===== config.mk =====
export PLATFORM = sky130hd
export DESIGN_NAME = bram_fifo_ctrl_flat
export DESIGN_NICKNAME = d
export VERILOG_FILES = /design/src/rtl/bram_fifo_ctrl_if.sv /design/src/rtl/bram_fifo_ctrl.sv /design/src/flat_wrapper.sv
export SDC_FILE = /design/constraint.sdc
export NUM_CORES = 1
export LEC_CHECK = 0
export ABC_AREA = 1
export ABC_CLOCK_PERIOD_IN_PS = 4880
export CORE_MARGIN = 2
export CORE_UTILIZATION = 45
export CTS_CLUSTER_DIAMETER = 100
export CTS_CLUSTER_SIZE = 14
export DETAILED_ROUTE_END_ITERATION = 12
export PLACE_DENSITY = 0.74
export SYNTH_ARGS = -nofsm -noshare
export SYNTH_HDL_FRONTEND = slang
export SYNTH_SLANG_ARGS = --single-unit

===== constraint.sdc =====
create_clock -name clk -period 4.88 [get_ports clk]
set_input_delay 0.488 -clock clk [delete_from_list [all_inputs] [get_ports clk]]
set_output_delay 0.488 -clock clk [all_outputs]
set_load 0.005 [all_outputs]

===== src/rtl/bram_fifo_ctrl_if.sv =====
// Stream and BRAM-port bundle for bram_fifo_ctrl.
// The slave modport is the controller; master is the surrounding environment (producer, consumer, BRAM).
interface bram_fifo_ctrl_if #(
    parameter int ADDR_WIDTH = 4,
    parameter int DATA_WIDTH = 8
);
    logic                  in_valid;
    logic                  in_ready;
    logic [DATA_WIDTH-1:0] in_data;
    logic                  out_valid;
    logic                  out_ready;
    logic [DATA_WIDTH-1:0] out_data;
    logic [ADDR_WIDTH+1:0] count;
    logic                  mem_wr_en;
    logic [ADDR_WIDTH-1:0] mem_wr_addr;
    logic [DATA_WIDTH-1:0] mem_wr_data;
    logic [ADDR_WIDTH-1:0] mem_rd_addr;
    logic [DATA_WIDTH-1:0] mem_rd_data;

    modport slave (
        input  in_valid, in_data, out_ready, mem_rd_data,
        output in_ready, out_valid, out_data, count,
        output mem_wr_en, mem_wr_addr, mem_wr_data, mem_rd_addr
    );

    modport master (
        output in_valid, in_data, out_ready, mem_rd_data,
        input  in_ready, out_valid, out_data, count,
        input  mem_wr_en, mem_wr_addr, mem_wr_data, mem_rd_addr
    );
endinterface


===== src/rtl/bram_fifo_ctrl.sv =====
// First-word-fall-through FIFO built on a 1R/1W BRAM with a registered read port.
// A 2-entry output buffer hides read latency and gives a single-cycle bypass when the BRAM is empty.
module bram_fifo_ctrl #(
    parameter int ADDR_WIDTH = 4,
    parameter int DATA_WIDTH = 8
) (
    input  logic             clk,
    input  logic             rst_n,
    bram_fifo_ctrl_if.slave  bus
);
    localparam int DEPTH = 2 ** ADDR_WIDTH;
    localparam int CW    = ADDR_WIDTH + 2;
    localparam logic [ADDR_WIDTH:0] MEM_FULL = (ADDR_WIDTH + 1)'(DEPTH);

    typedef logic [DATA_WIDTH-1:0] word_t;

    logic [ADDR_WIDTH-1:0] wr_ptr_q, wr_ptr_d;
    logic [ADDR_WIDTH-1:0] rd_ptr_q, rd_ptr_d;
    logic [ADDR_WIDTH:0]   mem_count_q, mem_count_d;
    logic                  inflight_q, inflight_d;
    logic [1:0]            ob_count_q, ob_count_d;
    word_t                 ob_q [2];
    word_t                 ob_d [2];
    logic [CW-1:0]         count_q, count_d;
    logic                  rst_done_q, rst_done_d;

    logic       rd_issue;
    logic       bypass;
    logic       in_ready;
    logic       push;
    logic       pop;
    logic       mem_write;
    logic [1:0] ob_used;
    logic [1:0] tail;

    // Handshake qualifiers depend on registered state only, so in_ready has no path from in_valid/out_ready.
    always_comb begin
        // NOTE: every always_comb output gets a default first so no path can infer a latch.
        ob_used   = ob_count_q + {1'b0, inflight_q};
        rd_issue  = (mem_count_q != '0) && (ob_used < 2'd2);
        bypass    = (mem_count_q == '0) && !inflight_q && (ob_count_q != 2'd2);
        in_ready  = rst_done_q && !rd_issue && (bypass || (mem_count_q < MEM_FULL));
        push      = bus.in_valid && in_ready;
        pop       = (ob_count_q != 2'd0) && bus.out_ready;
        mem_write = push && !bypass;
    end

    always_comb begin
        wr_ptr_d    = wr_ptr_q;
        rd_ptr_d    = rd_ptr_q;
        mem_count_d = mem_count_q;
        inflight_d  = rd_issue;
        rst_done_d  = 1'b1;
        ob_d        = ob_q;
        tail        = ob_count_q - {1'b0, pop};

        if (mem_write) begin
            wr_ptr_d    = wr_ptr_q + 1'b1;
            mem_count_d = mem_count_q + 1'b1;
        end
        if (rd_issue) begin
            rd_ptr_d    = rd_ptr_q + 1'b1;
            mem_count_d = mem_count_q - 1'b1;
        end

        // Shift on pop first, then append at the post-pop tail; a read return and a bypass never coincide.
        if (pop) begin
            ob_d[0] = ob_q[1];
        end
        if (inflight_q) begin
            ob_d[tail[0]] = bus.mem_rd_data;
        end else if (push && bypass) begin
            ob_d[tail[0]] = bus.in_data;
        end

        ob_count_d = ob_count_q - {1'b0, pop} + {1'b0, inflight_q} + {1'b0, push && bypass};
        count_d    = CW'(mem_count_d) + CW'(ob_count_d) + CW'(inflight_d);
    end

    always_ff @(posedge clk) begin
        // NOTE: sequential state uses non-blocking assignments so every flop samples pre-edge values.
        if (!rst_n) begin
            wr_ptr_q    <= '0;
            rd_ptr_q    <= '0;
            mem_count_q <= '0;
            inflight_q  <= 1'b0;
            ob_count_q  <= 2'd0;
            count_q     <= '0;
            rst_done_q  <= 1'b0;
        end else begin
            wr_ptr_q    <= wr_ptr_d;
            rd_ptr_q    <= rd_ptr_d;
            mem_count_q <= mem_count_d;
            inflight_q  <= inflight_d;
            ob_count_q  <= ob_count_d;
            count_q     <= count_d;
            rst_done_q  <= rst_done_d;
        end
    end

    // NOTE: buffer storage is not reset; ob_count_q alone decides which entries are meaningful.
    always_ff @(posedge clk) begin
        ob_q <= ob_d;
    end

    assign bus.in_ready    = in_ready;
    assign bus.out_valid   = (ob_count_q != 2'd0);
    assign bus.out_data    = ob_q[0];
    assign bus.count       = count_q;
    assign bus.mem_wr_en   = mem_write;
    assign bus.mem_wr_addr = wr_ptr_q;
    assign bus.mem_wr_data = bus.in_data;
    assign bus.mem_rd_addr = rd_ptr_q;

    a_no_wr_on_read: assert property (@(posedge clk) disable iff (!rst_n) !(mem_write && rd_issue));
    a_count_bound:   assert property (@(posedge clk) disable iff (!rst_n) count_q <= CW'(DEPTH + 2));
    a_ob_bound:      assert property (@(posedge clk) disable iff (!rst_n) ob_count_q <= 2'd2);

endmodule


===== src/flat_wrapper.sv =====
// flat-port wrapper written by rule: the top's interface ports become plain ports
module bram_fifo_ctrl_flat 
#(
    parameter int ADDR_WIDTH = 4,
    parameter int DATA_WIDTH = 8
)
  (clk, rst_n, bus_in_valid, bus_in_data, bus_out_ready, bus_mem_rd_data, bus_in_ready, bus_out_valid, bus_out_data, bus_count, bus_mem_wr_en, bus_mem_wr_addr, bus_mem_wr_data, bus_mem_rd_addr);
  bram_fifo_ctrl_if #(.ADDR_WIDTH(ADDR_WIDTH), .DATA_WIDTH(DATA_WIDTH)) bus_i ();
  input  logic clk;
  input  logic rst_n;
  input wire logic [$bits(bus_i.in_valid)-1:0] bus_in_valid;
  input wire logic [$bits(bus_i.in_data)-1:0] bus_in_data;
  input wire logic [$bits(bus_i.out_ready)-1:0] bus_out_ready;
  input wire logic [$bits(bus_i.mem_rd_data)-1:0] bus_mem_rd_data;
  output wire logic [$bits(bus_i.in_ready)-1:0] bus_in_ready;
  output wire logic [$bits(bus_i.out_valid)-1:0] bus_out_valid;
  output wire logic [$bits(bus_i.out_data)-1:0] bus_out_data;
  output wire logic [$bits(bus_i.count)-1:0] bus_count;
  output wire logic [$bits(bus_i.mem_wr_en)-1:0] bus_mem_wr_en;
  output wire logic [$bits(bus_i.mem_wr_addr)-1:0] bus_mem_wr_addr;
  output wire logic [$bits(bus_i.mem_wr_data)-1:0] bus_mem_wr_data;
  output wire logic [$bits(bus_i.mem_rd_addr)-1:0] bus_mem_rd_addr;
  assign bus_i.in_valid = bus_in_valid;
  assign bus_i.in_data = bus_in_data;
  assign bus_i.out_ready = bus_out_ready;
  assign bus_i.mem_rd_data = bus_mem_rd_data;
  assign bus_in_ready = bus_i.in_ready;
  assign bus_out_valid = bus_i.out_valid;
  assign bus_out_data = bus_i.out_data;
  assign bus_count = bus_i.count;
  assign bus_mem_wr_en = bus_i.mem_wr_en;
  assign bus_mem_wr_addr = bus_i.mem_wr_addr;
  assign bus_mem_wr_data = bus_i.mem_wr_data;
  assign bus_mem_rd_addr = bus_i.mem_rd_addr;
  bram_fifo_ctrl #(.ADDR_WIDTH(ADDR_WIDTH), .DATA_WIDTH(DATA_WIDTH)) u_core (.clk(clk), .rst_n(rst_n), .bus(bus_i));
endmodule

==> impl_metrics.csv <==
group,metric,value,unit
run_status,status,"completed",
grt,grt_max_degree,15,
worst_setup_path,cp-end-kind,"flip-flop",
finish,fin_cells,337,
clock_network,tritoncts,"done",
grt,grt_antenna_before_repair,0,
timing,timing.slew.headroom,0.437,
yosys,yosysTopAreaCell,"dfxtp_1",
routing,drc_errors,0,
grt,top_usage_layer,"met2",
power_and_ir_drop,switching_share,0.420,
finish,final_layout_size_suffix_gt1_frac,0.0737,
clock_network,clk_pin_slew,0.08,ns
yosys,ys_seq_area_frac,0.410,
grt,grt_pass1_wl,6930,um
routing,dr.pass1.iters,4,
worst_setup_path,slowest_delay,0.64,ns
min_path,min_path_type,"reg2reg",
timing,setup_viol,0,
worst_setup_path,cp_data_arrival_time,3.99,ns
placed_design,gp_congestion,0.812,
timing,period_minus_slack,3.75,ns
timing,rsz0062_at_grt,"false",
yosys,ys_ff_latch,39,
flow_run,maxCapViolations,0,
yosys,synth_area,2100,sq um
power_and_ir_drop,clkPwrFrac,0.159,
timing,slew_violations,0,
yosys,syn_avg_cell_area,8.47,sq um
die,io_pins,53,
placed_design,dp_hpwl,3160,um
grt,use_met2,0.260,
yosys,ys_types,31,
yosys,ys_top_cells_by_count,"dfxtp_1 (31), inv_1 (31), nand2_1 (31), nor2_1 (30), buf_4 (17)",
timing,hold_viol,0,
worst_setup_path,start_kind,"flip-flop",
finish,layout-area-overhead-vs-synth,26.8,%
power_and_ir_drop,peakVddDrop,0.334,mV
placed_design,placed_cells,329,
die,initial_utilization,0.476,
worst_setup_path,slowest_stage,"nor2_1",
die,core-area,4410,sq um
clock_network,cts_sinks,39,
routing,post_drt_wl_per_cell,12.6,um
clock_network,hold_buffers,0,
worst_setup_path,required,5.11,ns
clock_network,cts_buffers,5,
routing,ant_nets,0,
die,die_h,72.3,um
timing,finClkSkew,0.00723,ns
worst_setup_path,crit_end,"u_core.bus.count[4]",
grt,grt_pass1_vias,1514,
yosys,ys.flop_type,"dfxtp_1",
worst_setup_path,reg2reg_slack,1.13,ns
grt,track_usage,0.172,
yosys,synthTopCellsByArea,"dfxtp_1 (30%), edfxtp_1 (11%), buf_4 (6.1%), inv_1 (5.5%), nand2_1 (5.5%)",
worst_setup_path,timing.rr.end,"u_core.bus.count[4]",
grt,use_met1,0.241,
worst_setup_path,worstPathMaxFanout,14,
timing,worstMarginPinSlew,0.845,ns
timing,fmax,267,MHz
clock_network,root_buffer,"clkbuf_8",
power_and_ir_drop,pwr-share-seq,0.287,
routing,wirelength,4250,um
yosys,synth_top_area_frac,0.296,
worst_setup_path,startpoint,"u_core.inflight_q",
grt,met3_usage,0.0375,
finish,utilization,0.603,
power_and_ir_drop,p_leak,1.14,nW
worst_setup_path,reg2reg_from,"u_core.inflight_q",
grt,grt-ovfl-total,0,
clock_network,clockBufferDepth,2,
worst_setup_path,worstSetupPathType,"reg2reg",
clock_network,h-tree-depth,2,
placed_design,place_area,2530,sq um
clock_network,clock_latency,0.29,ns
clock_network,cts_setup_buffers,0,
clock_network,cts_resized,0,
worst_setup_path,cp_cell_sequence,"nand2_1, nand2_1, nand2_1, nand2_4, nand3_2, nor2_1, inv_1, fa_1, fa_1, fa_1, inv_1, nand2_1, nor2_1, nor2_1, nor2_1",
worst_setup_path,reg2reg_depth,15,
placed_design,portBuffers,52,
die,fp-row-count,24,
routing,via_per_inst,5.01,
routing,drt_iter0_drc,147,
routing,num_vias,1687,
power_and_ir_drop,power.switching,0.000788,W
yosys,synth_nets,279,
finish,antenna_cells,0,
power_and_ir_drop,internal_power,0.00109,W
timing,tns,0,ns
power_and_ir_drop,p_per_area,705,nW/um^2
yosys,syn_inst,248,
power_and_ir_drop,combinationalPowerShare,0.554,
die,die_area,5230,sq um
yosys,synth_edf_count,8,
finish,nets,315,
yosys,async_reset_ff_frac,0,
finish,postLayoutCellArea,2660,sq um
die,die_w,72.3,um
timing,period_share,0.768,
yosys,synth_warnings,0,
-- layer usage --
metal  up-vias  share of wire
li1        884              -
met5         -              0
met1       758           0.48
met4         0          0.015
met3         6          0.049
met2        39           0.46
-- layout make-up --
| class | instances | area [sq um] |
|---|---|---|
| well taps | 52 | 65.1 |
| multi-input cells | 152 | 958 |
| clock inverters | 2 | 36.3 |
| fillers | 390 | 1750 |
| inverters | 34 | 128 |
| flip-flops and latches | 39 | 861 |
| repair buffers | 52 | 520 |
| clock buffers | 6 | 93.8 |
-- worst min path at each step --
stage                               from                         to  slack, ns  cells past startpoint
6_report       u_core.bus.mem_rd_addr[0]  u_core.bus.mem_rd_addr[0]       0.51                      2
3_5_place_dp   u_core.bus.mem_rd_addr[0]  u_core.bus.mem_rd_addr[0]       0.51                      2
3_3_place_gp   u_core.bus.mem_rd_addr[0]  u_core.bus.mem_rd_addr[0]       0.50                      2
5_1_grt        u_core.bus.mem_rd_addr[0]  u_core.bus.mem_rd_addr[0]       0.54                      2
4_1_cts        u_core.bus.mem_rd_addr[0]  u_core.bus.mem_rd_addr[0]       0.52                      2
2_1_floorplan  u_core.bus.mem_rd_addr[0]  u_core.bus.mem_rd_addr[0]       0.48                      2
-- power by group through the flow --
| stage | sequential (W) | combinational [W] | clock, W |
|---|---|---|---|
| after floorplan | 0.000523 | 0.000784 | 0 |
| after global placement | 0.000543 | 0.00102 | 0 |
| after detailed placement | 0.000546 | 0.00104 | 0 |
| after CTS | 0.000539 | 0.00105 | 0.000305 |
| after global routing | 0.000555 | 0.00118 | 0.000325 |
| final | 0.000538 | 0.00104 | 0.000299 |
-- per-stage QoR --
step	setup WS [ns]	total power [W]	hold WS [ns]
4_1_cts	1.11	0.00190	0.516
6_report	1.13	0.00188	0.512
3_3_place_gp	1.22	0.00157	0.498
5_1_grt	0.807	0.00206	0.541
3_5_place_dp	1.13	0.00159	0.507
2_1_floorplan	1.81	0.00131	0.484
-- sequential cells by signal (all words and copies together) (netlist names) --
signal / count
u_core.bus.out_data: 8
u_core.ob_q: 8
u_core.bus.count: 6
u_core.mem_count_q: 5
u_core.bus.mem_rd_addr: 4
u_core.bus.mem_wr_addr: 4
u_core.ob_count_q: 2
u_core.inflight_q: 1
u_core.rst_done_q: 1
-- worst max-delay path: cells and delay by family, from the launching register on --
kind	cells	cell delay (ns)
and+or+nand+nor	10	1.46
adders and majority gates	3	1.37
DFF	1	0.61
buffers and inverters	2	0.27
-- cells by family (layout without fill, tap and decap cells) --
| kind of cell | after synthesis | in the layout | synth area share |
|---|---|---|---|
| AND/OR/NAND/NOR | 94 | 94 | 0.204 |
| buffers and inverters | 57 | 94 | 0.133 |
| flip-flops | 39 | 39 | 0.410 |
| AO/OA/AOI/OAI | 35 | 35 | 0.122 |
| adder cells (fa/ha/maj) | 11 | 11 | 0.0763 |
| multiplexers | 8 | 8 | 0.0381 |
| XOR/XNOR | 4 | 4 | 0.0167 |
-- layout by cell type (no fill, tap or decap), types with 2 or more instances in the layout --
cell,n
and3_1,3
nand2_2,3
nand2_1,31
ha_1,8
nand3_1,15
nor2_1,30
mux2i_1,8
o21ai_1,2
edfxtp_1,8
o221ai_1,8
inv_1,31
clkdlybuf4s50_1,52
a21oi_1,7
o21ai_2,2
clkbuf_8,5
o21ai_0,7
nand4_1,2
inv_2,3
xor2_1,3
fa_1,3
dfxtp_1,31
nor3_1,5
a32o_1,8
No activity file was read; power rests on OpenSTA's default activity.
